File: src/rtl/dlta_pkg.sv
// -----------------------------------------------------------------------------
// dlta_pkg
// Shared definitions for the ICAP multiboot sequencer:
//   - state_t           : sequencer FSM states
//   - ICAP word constants (sync word, register headers, IPROG command, NOOP,
//     dummy/pad byte)
//   - SEQ_LEN_BASE      : command length when the golden fallback is not built
//   - SEQ_LEN_GOLDEN    : command length with the golden fallback registers
// The optional golden fallback is selected with the GOLDEN_FALLBACK_EN macro.
// -----------------------------------------------------------------------------
package dlta_pkg;

    typedef enum logic [1:0] {
        S_IDLE   = 2'd0,
        S_ARM    = 2'd1,
        S_STREAM = 2'd2,
        S_DONE   = 2'd3
    } state_t;

    localparam logic [7:0]  DUMMY        = 8'hFF;
    localparam logic [7:0]  SYNC_HI      = 8'hAA;
    localparam logic [7:0]  SYNC_LO      = 8'h99;

    // Type-1 write headers, one word each
    localparam logic [15:0] HDR_GENERAL1 = 16'h3261;
    localparam logic [15:0] HDR_GENERAL2 = 16'h3281;
    localparam logic [15:0] HDR_GENERAL3 = 16'h32A1;
    localparam logic [15:0] HDR_GENERAL4 = 16'h32C1;
    localparam logic [15:0] HDR_CMD      = 16'h30A1;

    localparam logic [15:0] CMD_IPROG    = 16'h000E;
    localparam logic [15:0] NOOP         = 16'h2000;

    localparam int SEQ_LEN_BASE   = 26;
    localparam int SEQ_LEN_GOLDEN = 34;

`ifdef GOLDEN_FALLBACK_EN
    localparam int SEQ_LEN = SEQ_LEN_GOLDEN;
`else
    localparam int SEQ_LEN = SEQ_LEN_BASE;
`endif

endpackage

File: src/rtl/dlta_icap_seq_rom.sv
// -----------------------------------------------------------------------------
// dlta_icap_seq_rom
// Combinational lookup of the byte-serial IPROG command sequence (raw byte
// order, no bit reversal).
// Ports:
//   index           in  6  byte position in the sequence
//   sector          in  4  multiboot sector, placed in GENERAL2 data bits 7:4
//   fallback_sector in  4  golden sector for GENERAL4 (GOLDEN_FALLBACK_EN only)
//   data            out 8  raw sequence byte, 00 past the end
//   valid           out 1  index lies inside the sequence
// Macro: GOLDEN_FALLBACK_EN inserts GENERAL3/GENERAL4 before the CMD word.
// -----------------------------------------------------------------------------
module dlta_icap_seq_rom
    import dlta_pkg::*;
(
    input  logic [5:0] index,
    input  logic [3:0] sector,
`ifdef GOLDEN_FALLBACK_EN
    input  logic [3:0] fallback_sector,
`endif
    output logic [7:0] data,
    output logic       valid
);

`ifdef GOLDEN_FALLBACK_EN
    localparam int CMD_AT = 24;
`else
    localparam int CMD_AT = 16;
`endif

    always_comb begin
        data  = DUMMY;
        valid = (index < 6'(SEQ_LEN));
        case (index)
            6'd6:  data = SYNC_HI;
            6'd7:  data = SYNC_LO;
            6'd8:  data = HDR_GENERAL1[15:8];
            6'd9:  data = HDR_GENERAL1[7:0];
            6'd10: data = 8'h00;
            6'd11: data = 8'h00;
            6'd12: data = HDR_GENERAL2[15:8];
            6'd13: data = HDR_GENERAL2[7:0];
            6'd14: data = 8'h00;
            // Flash address bits 23:20 land in the upper nibble
            6'd15: data = {sector, 4'h0};
`ifdef GOLDEN_FALLBACK_EN
            6'd16: data = HDR_GENERAL3[15:8];
            6'd17: data = HDR_GENERAL3[7:0];
            6'd18: data = 8'h00;
            6'd19: data = 8'h00;
            6'd20: data = HDR_GENERAL4[15:8];
            6'd21: data = HDR_GENERAL4[7:0];
            6'd22: data = 8'h00;
            6'd23: data = {fallback_sector, 4'h0};
`endif
            6'(CMD_AT + 0): data = HDR_CMD[15:8];
            6'(CMD_AT + 1): data = HDR_CMD[7:0];
            6'(CMD_AT + 2): data = CMD_IPROG[15:8];
            6'(CMD_AT + 3): data = CMD_IPROG[7:0];
            6'(CMD_AT + 4): data = NOOP[15:8];
            6'(CMD_AT + 5): data = NOOP[7:0];
            6'(CMD_AT + 6): data = NOOP[15:8];
            6'(CMD_AT + 7): data = NOOP[7:0];
            // Leading pad bytes and the two trailing pad bytes
            default:        data = DUMMY;
        endcase
        if (!valid) begin
            data = 8'h00;
        end
    end

endmodule

File: src/rtl/dlta_reboot_sequencer.sv
// -----------------------------------------------------------------------------
// dlta_reboot_sequencer
// Arbitrated multiboot controller for the Spartan-3A ICAP port. A host and a
// local requester compete for a reboot; the winner must hold its request for
// HOLDOFF cycles, after which the IPROG sequence is streamed into ICAP one
// byte per cycle. Once streaming starts the sequence is committed.
// Parameters:
//   HOLDOFF          cycles a granted request must stay high (min 2)
// Ports:
//   CLK              in  1  system clock
//   RST              in  1  asynchronous active-high reset
//   HOST_REQ         in  1  host reboot request (level)
//   HOST_SECTOR      in  4  host target sector
//   LOCAL_REQ        in  1  local reboot request (level)
//   LOCAL_SECTOR     in  4  local target sector
//   FALLBACK_SECTOR  in  4  golden sector (GOLDEN_FALLBACK_EN only)
//   ICAP_CE          out 1  ICAP chip enable, active low
//   ICAP_WRITE       out 1  ICAP write select, 0 = write
//   ICAP_I           out 8  ICAP data, bit-reversed per byte
//   BUSY             out 1  high in every state except IDLE
//   GRANT            out 2  one-hot owner, bit0 host, bit1 local
// Macro: GOLDEN_FALLBACK_EN adds the FALLBACK_SECTOR port and the golden
// fallback registers in the sequence.
// -----------------------------------------------------------------------------
module dlta_reboot_sequencer
    import dlta_pkg::*;
#(
    parameter int HOLDOFF = 2**24
) (
    input  logic       CLK,
    input  logic       RST,
    input  logic       HOST_REQ,
    input  logic [3:0] HOST_SECTOR,
    input  logic       LOCAL_REQ,
    input  logic [3:0] LOCAL_SECTOR,
`ifdef GOLDEN_FALLBACK_EN
    input  logic [3:0] FALLBACK_SECTOR,
`endif
    output logic       ICAP_CE,
    output logic       ICAP_WRITE,
    output logic [7:0] ICAP_I,
    output logic       BUSY,
    output logic [1:0] GRANT
);

    localparam int              HW        = $clog2(HOLDOFF);
    localparam logic [HW-1:0]   HOLD_LAST = HW'(HOLDOFF - 1);

    state_t         state;
    logic [HW-1:0]  hold_cnt;
    logic [5:0]     idx;        // index of the next byte to drive
    logic [3:0]     sector_q;

    logic           granted_req;
    logic [3:0]     granted_sector;
    logic [3:0]     rom_sector;
    logic [7:0]     rom_data;
    logic           rom_valid;

    // ICAP expects bit 0 of each configuration byte on data pin 7
    function automatic logic [7:0] bit_reverse(input logic [7:0] b);
        logic [7:0] r;
        for (int i = 0; i < 8; i++) begin
            r[i] = b[7 - i];
        end
        return r;
    endfunction

    assign granted_req    = GRANT[0] ? HOST_REQ    : LOCAL_REQ;
    assign granted_sector = GRANT[0] ? HOST_SECTOR : LOCAL_SECTOR;

    // Byte 0 is driven on the ARM->STREAM edge, before sector_q is loaded
    assign rom_sector = (state == S_ARM) ? granted_sector : sector_q;

    dlta_icap_seq_rom u_rom (
        .index           (idx),
        .sector          (rom_sector),
`ifdef GOLDEN_FALLBACK_EN
        .fallback_sector (FALLBACK_SECTOR),
`endif
        .data            (rom_data),
        .valid           (rom_valid)
    );

    always_ff @(posedge CLK or posedge RST) begin
        if (RST) begin
            state      <= S_IDLE;
            hold_cnt   <= '0;
            idx        <= '0;
            sector_q   <= '0;
            ICAP_CE    <= 1'b1;
            ICAP_WRITE <= 1'b1;
            ICAP_I     <= 8'h00;
            BUSY       <= 1'b0;
            GRANT      <= 2'b00;
        end else begin
            case (state)
                S_IDLE: begin
                    if (HOST_REQ || LOCAL_REQ) begin
                        // Host has priority on simultaneous requests
                        GRANT    <= HOST_REQ ? 2'b01 : 2'b10;
                        BUSY     <= 1'b1;
                        hold_cnt <= '0;
                        state    <= S_ARM;
                    end
                end

                S_ARM: begin
                    // A drop always cancels, even on the terminal count
                    if (!granted_req) begin
                        GRANT    <= 2'b00;
                        BUSY     <= 1'b0;
                        hold_cnt <= '0;
                        state    <= S_IDLE;
                    end else if (hold_cnt == HOLD_LAST) begin
                        sector_q   <= granted_sector;
                        ICAP_CE    <= 1'b0;
                        ICAP_WRITE <= 1'b0;
                        ICAP_I     <= bit_reverse(rom_data);
                        idx        <= idx + 6'd1;
                        state      <= S_STREAM;
                    end else begin
                        hold_cnt <= hold_cnt + 1'b1;
                    end
                end

                S_STREAM: begin
                    if (rom_valid) begin
                        ICAP_I <= bit_reverse(rom_data);
                        idx    <= idx + 6'd1;
                    end else begin
                        // idx stays at SEQ_LEN from here on
                        ICAP_CE    <= 1'b1;
                        ICAP_WRITE <= 1'b1;
                        ICAP_I     <= 8'h00;
                        state      <= S_DONE;
                    end
                end

                S_DONE: begin
                    // Terminal until reset; the device reconfigures from here
                end

                default: begin
                    state <= S_IDLE;
                end
            endcase
        end
    end

endmodule

File: config.mk
export PLATFORM = sky130hd
export DESIGN_NAME = dlta_reboot_sequencer
export DESIGN_NICKNAME = d
export VERILOG_FILES = /design/src/rtl/dlta_pkg.sv /design/src/rtl/dlta_icap_seq_rom.sv /design/src/rtl/dlta_reboot_sequencer.sv
export SDC_FILE = /design/constraint.sdc
export NUM_CORES = 1
export LEC_CHECK = 0
export ABC_AREA = 1
export CAP_MARGIN = 30
export CORE_UTILIZATION = 40
export CTS_BUF_LIST = sky130_fd_sc_hd__clkbuf_4 sky130_fd_sc_hd__clkbuf_8
export CTS_CLUSTER_DIAMETER = 200
export DETAILED_ROUTE_END_ITERATION = 12
export GPL_TIMING_DRIVEN = 1
export SETUP_SLACK_MARGIN = 0.05
export SLEW_MARGIN = 20
export SYNTH_ARGS = -nofsm -noshare
export SYNTH_HDL_FRONTEND = slang
export SYNTH_SLANG_ARGS = --single-unit
File: constraint.sdc
create_clock -name CLK -period 3.4 [get_ports CLK]
set_clock_uncertainty 0.05 [all_clocks]
set_input_delay 0.51 -clock CLK [delete_from_list [all_inputs] [get_ports CLK]]
set_output_delay 0.51 -clock CLK [all_outputs]
set_load 0.02 [all_outputs]
After elaboration in Yosys (flattened, before gate mapping)
Cells that the tools add are included.
- add/subtract/negate cells: 2
- magnitude comparators: 1
- eq/ne operators: 29
- mux-type cells: 33
- reduce and logical (&&, ||, !) cells: 15
- operators by type and width (cell ; count):
    one-hot mux 8 bit (11 select lines) ; 1
    two-way mux 24 bit ; 3
    == test 6 x 4 -> 1 bit (second input constant) ; 8
    == test 6 x 5 -> 1 bit (second input constant) ; 8
    one-hot mux 24 bit (2 select lines) ; 1
    two-way mux 8 bit ; 4
    adder 24 x 1 -> 24 bit (second input constant) ; 1
    == test 24 bit (second input constant) ; 1
    two-way mux 6 bit ; 3
    one-hot mux 8 bit (2 select lines) ; 1
    two-way mux 2 bit ; 7
    == test 6 x 3 -> 1 bit (second input constant) ; 2
    one-hot mux 6 bit (2 select lines) ; 1
    AND reduction 3 bit ; 4
    AND reduction 4 bit ; 3
    != test 2 bit (second input constant) ; 5
    two-way mux 4 bit ; 2
    adder 6 x 1 -> 6 bit (second input constant) ; 1
    < comparator 6 x 5 -> 1 bit (second input constant) ; 1
    two-way mux 1 bit ; 6
    one-hot mux 2 bit (3 select lines) ; 1
    OR reduction 6 bit ; 1
    one-hot mux 1 bit (2 select lines) ; 2
    one-hot mux 2 bit (2 select lines) ; 1
    other kinds (10) ; 12
- bits in registers: 48
- output and inout bits: 13
- logic and storage cells: 88

Depth between registers and ports, before layout
Gate-level depths: netlist (run 1).
- word-level depth: 7
- depth in mapped cells: 11
- mapped depth without buffers: 11

By module
Synthesis (run 1) repeated with hierarchy kept, for this count alone.
- cells, all modules: 474
- area total of the unflattened synthesis: 3392.0 µm²
- by module, submodules not included (module ; times used ; cells an instance ; area each (µm²) ; seq. area each (µm²)):
    dlta_reboot_sequencer ; 1 ; 399 ; 3021.6 ; 1202.4
    dlta_icap_seq_rom ; 1 ; 75 ; 370.4 ; 0.0

Worst setup path after synthesis (run 1)
Ideal clock, no wire load.
- path type: reg-to-reg
- from: register hold_cnt[0]
- to: register hold_cnt[15]
- library setup time: 0.119 ns
- arrival: 1.627 ns
- required time: 3.231 ns
- setup slack: 1.604 ns
- stages on the path, launching flop included: 12
- path buffers: 1
- cells stage by stage: dfrtp_1 -> ha_1 -> nand3_2 -> inv_2 -> nand2_2 -> nor2_4 -> nand3_4 -> nand2_4 -> inv_2 -> buf_6 -> nand4_1 -> nand2_1
- cells in the longest elaborated chain, start to end: 4
- RTL lines (element ; line ; source):
    start: declaration ; dlta_reboot_sequencer.sv:50 ; logic [HW-1:0] hold_cnt;
    start signal: assignment ; dlta_reboot_sequencer.sv:123 ; hold_cnt <= hold_cnt + 1'b1;
    adder 24 x 1 -> 24 bit ; dlta_reboot_sequencer.sv:123 ;
    two-way mux 24 bit ; dlta_reboot_sequencer.sv:115 ; end else if (hold_cnt == HOLD_LAST) begin
    two-way mux 24 bit ; dlta_reboot_sequencer.sv:110 ; if (!granted_req) begin
    one-hot mux 24 bit (2 select lines) ; dlta_reboot_sequencer.sv:97 ; case (state)
Several ways; a longest one is shown, not always the timed one. The select of a mux whose other input is x is not followed.
A chain may end at the register's enable or synchronous reset.

Worst setup path in the final report (run 1)
- from: register hold_cnt[0]
- to: register hold_cnt[3]
The elaborated chain is that of the path after synthesis.

==> results of run 1 <==
[cell families after synthesis]
logic type | share of synthesized area (%)
compound gates | 5.93
xor+xnor | 3.77
fa+ha+maj | 3.46
buf+inv | 7.35
flops | 37.0
mux | 0.308
simple gates | 42.2
[per-stage QoR]
| stage | hold slack [ps] | instances | power, µW | util (%) |
|---|---|---|---|---|
| finish | 434 | 597 | 2560 | 47.3 |
| global route | 460 | 597 | 2820 | 47.3 |
| CTS | 432 | 597 | 2590 | 47.3 |
| detailed placement | 413 | 589 | 2210 | 46.1 |
| global placement | 411 | 588 | 2190 | 45.8 |
| floorplan | 395 | 469 | 1830 | - |
[synth_stat cells, types with 4 or more instances]
| library cell | count | share of area [%] |
|---|---|---|
| nor2_1 | 49 | 5.7 |
| nand4_1 | 15 | 2.9 |
| nand3_1 | 44 | 6.8 |
| dfrtp_1 | 47 | 36 |
| ha_1 | 9 | 3.5 |
| clkbuf_1 | 4 | 0.46 |
| nand2_1 | 178 | 21 |
| inv_1 | 40 | 4.6 |
| xor2_1 | 13 | 3.5 |
| nor3_1 | 6 | 0.92 |
| o21ai_0 | 19 | 2.9 |
[registers in the layout, summed over array words and instances (netlist names)]
register and flops:
hold_cnt 24, ICAP_WRITE 1, BUSY 1, idx 6
sector_q 4, ICAP_I 8, GRANT 2, state 2
[power by group]
part | internal (µW) | switching, µW
sequential | 693 | 124
combinational | 462 | 913
clock | 174 | 196
total | 1330 | 1230
[routing by layer]
layer	routed length [µm]	up-vias
met5	0	-
li1	-	1539
met2	3740	54
met3	186	15
met4	143	0
met1	3480	1364
[final cells by class]
type | instances | area [µm²] | share of cell area [%]
multi-input combinational | 366 | 1810 | 49.0
sequential | 48 | 1200 | 32.6
timing repair buffer | 28 | 283 | 7.66
inverter | 45 | 174 | 4.71
tap | 102 | 128 | 3.46
clock buffer | 7 | 90.1 | 2.44
clock inverter | 1 | 7.51 | 0.203
[worst max-delay path: stages (launching register included)]
cell and delay [ps]:
dfrtp_1 480, ha_1 330, nand3_2 170, inv_2 130, nand2_2 80, nor2_4 180, nand3_4 160, nand2_4 240
inv_2 190, nand2_1 120, o21ai_2 50
[worst min-delay path by stage]
| stage | startpoint | end | slack [ps] |
|---|---|---|---|
| after detailed placement | BUSY | BUSY | 410 |
| after global placement | BUSY | BUSY | 410 |
| after global routing | ICAP_I[3] | ICAP_I[3] | 460 |
| after floorplan | sector_q[1] | sector_q[1] | 400 |
| final | BUSY | BUSY | 430 |
| after CTS | BUSY | BUSY | 430 |
==> impl_results.md, run 1 <==
* Sequential share of the synthesized area at 37.0%
* Die X at 92.1 µm
* EDFF count, synth at 0
* CP Capture Type: flop
* Synth Instances at 469
* Post-Syn Nets at 490
* Diode count at 0
* GP Congestion at 0.926
* # setup viols final at 0
* H-tree levels at 2
* DPL Wire Length at 5800 µm
* Avg WL per Cell at 12.6 µm
* TritonCTS clock tree: built
* Post-CTS resize count at 0
* Clk_lat worst skew at 300 ps
* Total iterations of the first detailed-routing run at 4
* Synth Register Bits at 48
* Yosys cell types at 37
* Design area at 3690 µm²
* Clock slew at reported path FFs at 90 ps
* F_max at 432 MHz
* HP Class: reg -> reg
* Core area at 7810 µm²
* Gr busiest metal: met2
* Reg2reg path depth at 10
* Total GRT Usage at 19.5%
* Via count at 2972
* Crit path from: hold_cnt[0]
* Antenna Nets Post-Route at 0
* Final Max Tran Viols at 0
* DIE AREA at 8490 µm²
* GR Overflow Total at 0
* Hold Crit Depth at 2
* First-pass GRT wire length at 13300 µm
* CP required at 3540 ps
* Starting DRC count in detailed routing at 123
* Dpl cell area at 3600 µm²
* Longest Clk Path Bufs at 2
* Worst setup path endpoint: hold_cnt[3]
* Peak VDD IR at 0.278 mV
* Die Ht at 92.1 µm
* Num ports at 25
* Asr flop ratio synth at 100%
* Measured slew at the worst slew-check pin at 514 ps
* Crit path launch type: flop
* DRT Wirelength at 7550 µm
* Cell row count at 32
* Clock Tree Root: clkbuf_8
* Number of remaining DRC errors at 0
* Clk sinks at 48
* Relative slew slack at 65.5%
* Ys flop type: dfrtp_1
* R2R Path End: hold_cnt[3]
* CTS buffer count at 5
* Number of antenna violations at the first check in global routing at 0
* Fin nets at 515
* Postcts setup bufs at 0
* Met1 global-route usage at 23.8%
* Mapped cell area at 3250 µm²
* Hold_buf cts at 0
* Min Tclk post-route at 2310 ps
* Avg Inst Size Synth at 6.93 µm²
* Setup slack, reg-to-reg at 1090 ps
* RSZ-0062 raised after global routing: false
* GR Util met3 at 2.74%
* Commonest non-fill, non-tap cell in the layout: nand2_1
* Critical Path AT at 2450 ps
* Final WS setup at 1090 ps
* Layout cells sized above 1 at 7.68%
* Vias in the first global route at 2947
* Reg-to-reg startpoint: hold_cnt[0]
* Starting Density at 41.6%
* Run status: complete, no violations
* Place WS at 845 ps
* Crit Path Category: reg -> reg
* CP Max Fanout at 21
* Yosys warns at 0
* Power per cell area at 693 nW/µm²
* Leak Pwr at 0.00172 µW
* Setup TNS Final at 0 ps
* Filler instances at 826
* Most frequent cells in the layout: 178 x nand2_1, 49 x nor2_1, 47 x dfrtp_1, 44 x nand3_1, 39 x inv_1
* Layout area overhead at 13.6%
* Met2 Use GR at 35.3%
* Max-cap violations at 0
* Vias per std cell at 4.98
* Fin. Hold Viols at 0
* Largest net degree at the start of global routing at 32
* Period utilisation layout at 68.0%
* Port Buffers at 24
Note: power is estimated with default switching activity, not from simulation.
==> inputs of run 2 (changes only) <==
Clock period 3.4 ns to 1.91 ns, I/O delays scaled along.
==> run 2 against run 1 <==
Clock power is 63% higher. Cell count is 3.5% higher. Routed wire length is 6.1% higher. Critical path depth is 9 lower. Sequential cell count stayed put. Worst hold slack worse by 170 ps. Global-route usage is 0.93 points higher. Critical endpoint is now ICAP_CE. Largest power group unchanged.
==> impl_results.md, run 2 (same netlist as run 1, synthesis figures left out) <==
* Clock Tree Root: clkbuf_8 (unchanged)
* Commonest non-fill, non-tap cell in the layout: nand2_1 (unchanged)
* Via count at 3120 (was 2972)
* Fin nets at 537 (was 515)
* Family with the most delay on the worst path: buffers and inverters (was simple AND/OR/NAND/NOR gates)
* Biggest regs: hold_cnt: 24 flops, ICAP_I: 8 flops, idx: 6 flops (unchanged)
* Max-cap violations at 0 (unchanged)
* Vias per std cell at 5.05 (was 4.98)
* Clk sinks at 48 (unchanged)
* CP Capture Type: output port (was flop)
* Total GRT Usage at 20.4% (was 19.5%)
* # setup viols final at 0 (unchanged)
* Cells along the critical path: clkdlybuf4s50_1 (was ha_1 > nand3_2 > inv_2 > nand2_2 > nor2_4 > nand3_4 > nand2_4 > inv_2 > nand2_1 > o21ai_2)
* DPL Wire Length at 6100 µm (was 5800 µm)
* CTS buffer count at 5 (unchanged)
* Largest register by flop count: hold_cnt (unchanged)
* GP Congestion at 0.923 (was 0.926)
* CP required at 1570 ps (was 3540 ps)
* Peak VDD IR at 0.547 mV (was 0.278 mV)
* Reg2reg path depth at 8 (was 10)
* First-pass GRT wire length at 13800 µm (was 13300 µm)
* Final Max Tran Viols at 0 (unchanged)
* Diode count at 0 (unchanged)
* Final hold slack at 262 ps (was 434 ps)
* F_max at 558 MHz
* Clock slew at reported path FFs at 90 ps (about the same)
* Period utilisation layout at 93.9%
* Starting DRC count in detailed routing at 110 (was 123)
* Crit Path Category: reg -> out (was reg -> reg)
* Core area at 7810 µm² (unchanged)
* Measured slew at the worst slew-check pin at 464 ps (was 514 ps)
* TritonCTS clock tree: built (unchanged)
* Power per cell area at 1240 nW/µm² (was 693 nW/µm²)
* Total chip power at 4810 µW (was 2560 µW)
* Fin. Hold Viols at 0 (unchanged)
* CP Max Fanout at 3 (was 21)
* Num ports at 25 (unchanged)
* Number of antenna violations at the first check in global routing at 0 (unchanged)
* Hold_buf cts at 0 (unchanged)
* Number of remaining DRC errors at 0 (unchanged)
* DRT Wirelength at 8010 µm (was 7550 µm)
* RSZ-0062 raised after global routing: false (unchanged)
* Critical Path AT at 1460 ps (was 2450 ps)
* Die X at 92.1 µm (unchanged)
* Setup slack, reg-to-reg at 190 ps (was 1090 ps)
* Clk_lat worst skew at 300 ps (about the same)
* Cell row count at 32 (unchanged)
* Starting Density at 41.6% (unchanged)
* GR Overflow Total at 0 (unchanged)
* Layout cells sized above 1 at 12.8% (was 7.68%)
* Stages on worst setup path at 1 (was 10)
* Total iterations of the first detailed-routing run at 5 (was 4)
* Die Ht at 92.1 µm (unchanged)
* Crit path launch type: flop (unchanged)
* Vias in the first global route at 2990 (was 2947)
* Largest register FFs at 24 (unchanged)
* H-tree levels at 2 (unchanged)
* DIE AREA at 8490 µm² (unchanged)
* Port Buffers at 24 (unchanged)
* Leak Pwr at 0.00183 µW (was 0.00172 µW)
* Longest Clk Path Bufs at 2 (unchanged)
* Layout area overhead at 18.9% (was 13.6%)
* Slowest stage delay, CP at 600 ps (was 480 ps)
* HP Class: in -> async (was reg -> reg)
* Relative slew slack at 69.0% (was 65.5%)
* Antenna Nets Post-Route at 0 (unchanged)
* Setup TNS Final at 0 ps (unchanged)
* Worst path bufs/invs at 1 (was 2)
* Avg WL per Cell at 13.0 µm (was 12.6 µm)
* Most frequent cells in the layout: 176 x nand2_1, 49 x nor2_1, 46 x dfrtp_1, 43 x nand3_1, 39 x inv_1 (was 178 x nand2_1, 49 x nor2_1, 47 x dfrtp_1, 44 x nand3_1, 39 x inv_1)
* Run status: complete, no violations (unchanged)
* Largest net degree at the start of global routing at 24 (was 32)
* Min Tclk post-route at 1790 ps
* Slowest CP cell: clkdlybuf4s50_1 (was dfrtp_1)
==> run 2: report_power, final <==
part,internal (µW),leakage (µW),switching [µW]
clock network,264,0.0000445,337
registers,1240,0.000628,208
logic,1030,0.00116,1740
==> run 2: per-stage QoR <==
stage	setup slack, ps	cell area (µm²)	cells	utilization, %
after global routing	69.0	3860	618	49.5
after CTS	61.9	3830	616	49.1
after global placement	37.5	3750	609	48.0
after floorplan	114	3250	469	-
after detailed placement	-5.39	3750	609	48.0
final	117	3860	618	49.5
==> run 2: timing repair <==
item,in CTS,in global routing
setup buffers,0,2
pin swaps,0,1
resized for setup,2,9
setup endpoints to repair,3,37
==> run 2: layer usage <==
| metal | share of wire (%) | GRT usage (%) | vias to the layer above |
|---|---|---|---|
| met2 | 50 | 36.8 | 62 |
| met5 | 0 | 0 | - |
| li1 | - | - | 1582 |
| met4 | 2.5 | 7.55 | 0 |
| met1 | 45 | 24.6 | 1455 |
| met3 | 2.3 | 2.74 | 21 |
==> run 2: worst paths after layout <==
| kind | start | endpoint |
|---|---|---|
| max | ICAP_WRITE | ICAP_CE |
| min | RST | idx[1] |
| max reg2reg | idx[1] | ICAP_I[1] |
| min reg2reg | BUSY | BUSY |
| max in group asynchronous | RST | GRANT[0] |
| min in group CLK | BUSY | BUSY |
==> run 2: cell type report <==
class | instances | area, µm²
clock buffers | 6 | 76.3
well taps | 102 | 128
inverters | 45 | 176
flip-flops and latches | 48 | 1200
repair buffers | 50 | 448
clock inverters | 1 | 5.00
multi-input cells | 366 | 1830
fillers | 820 | 3940
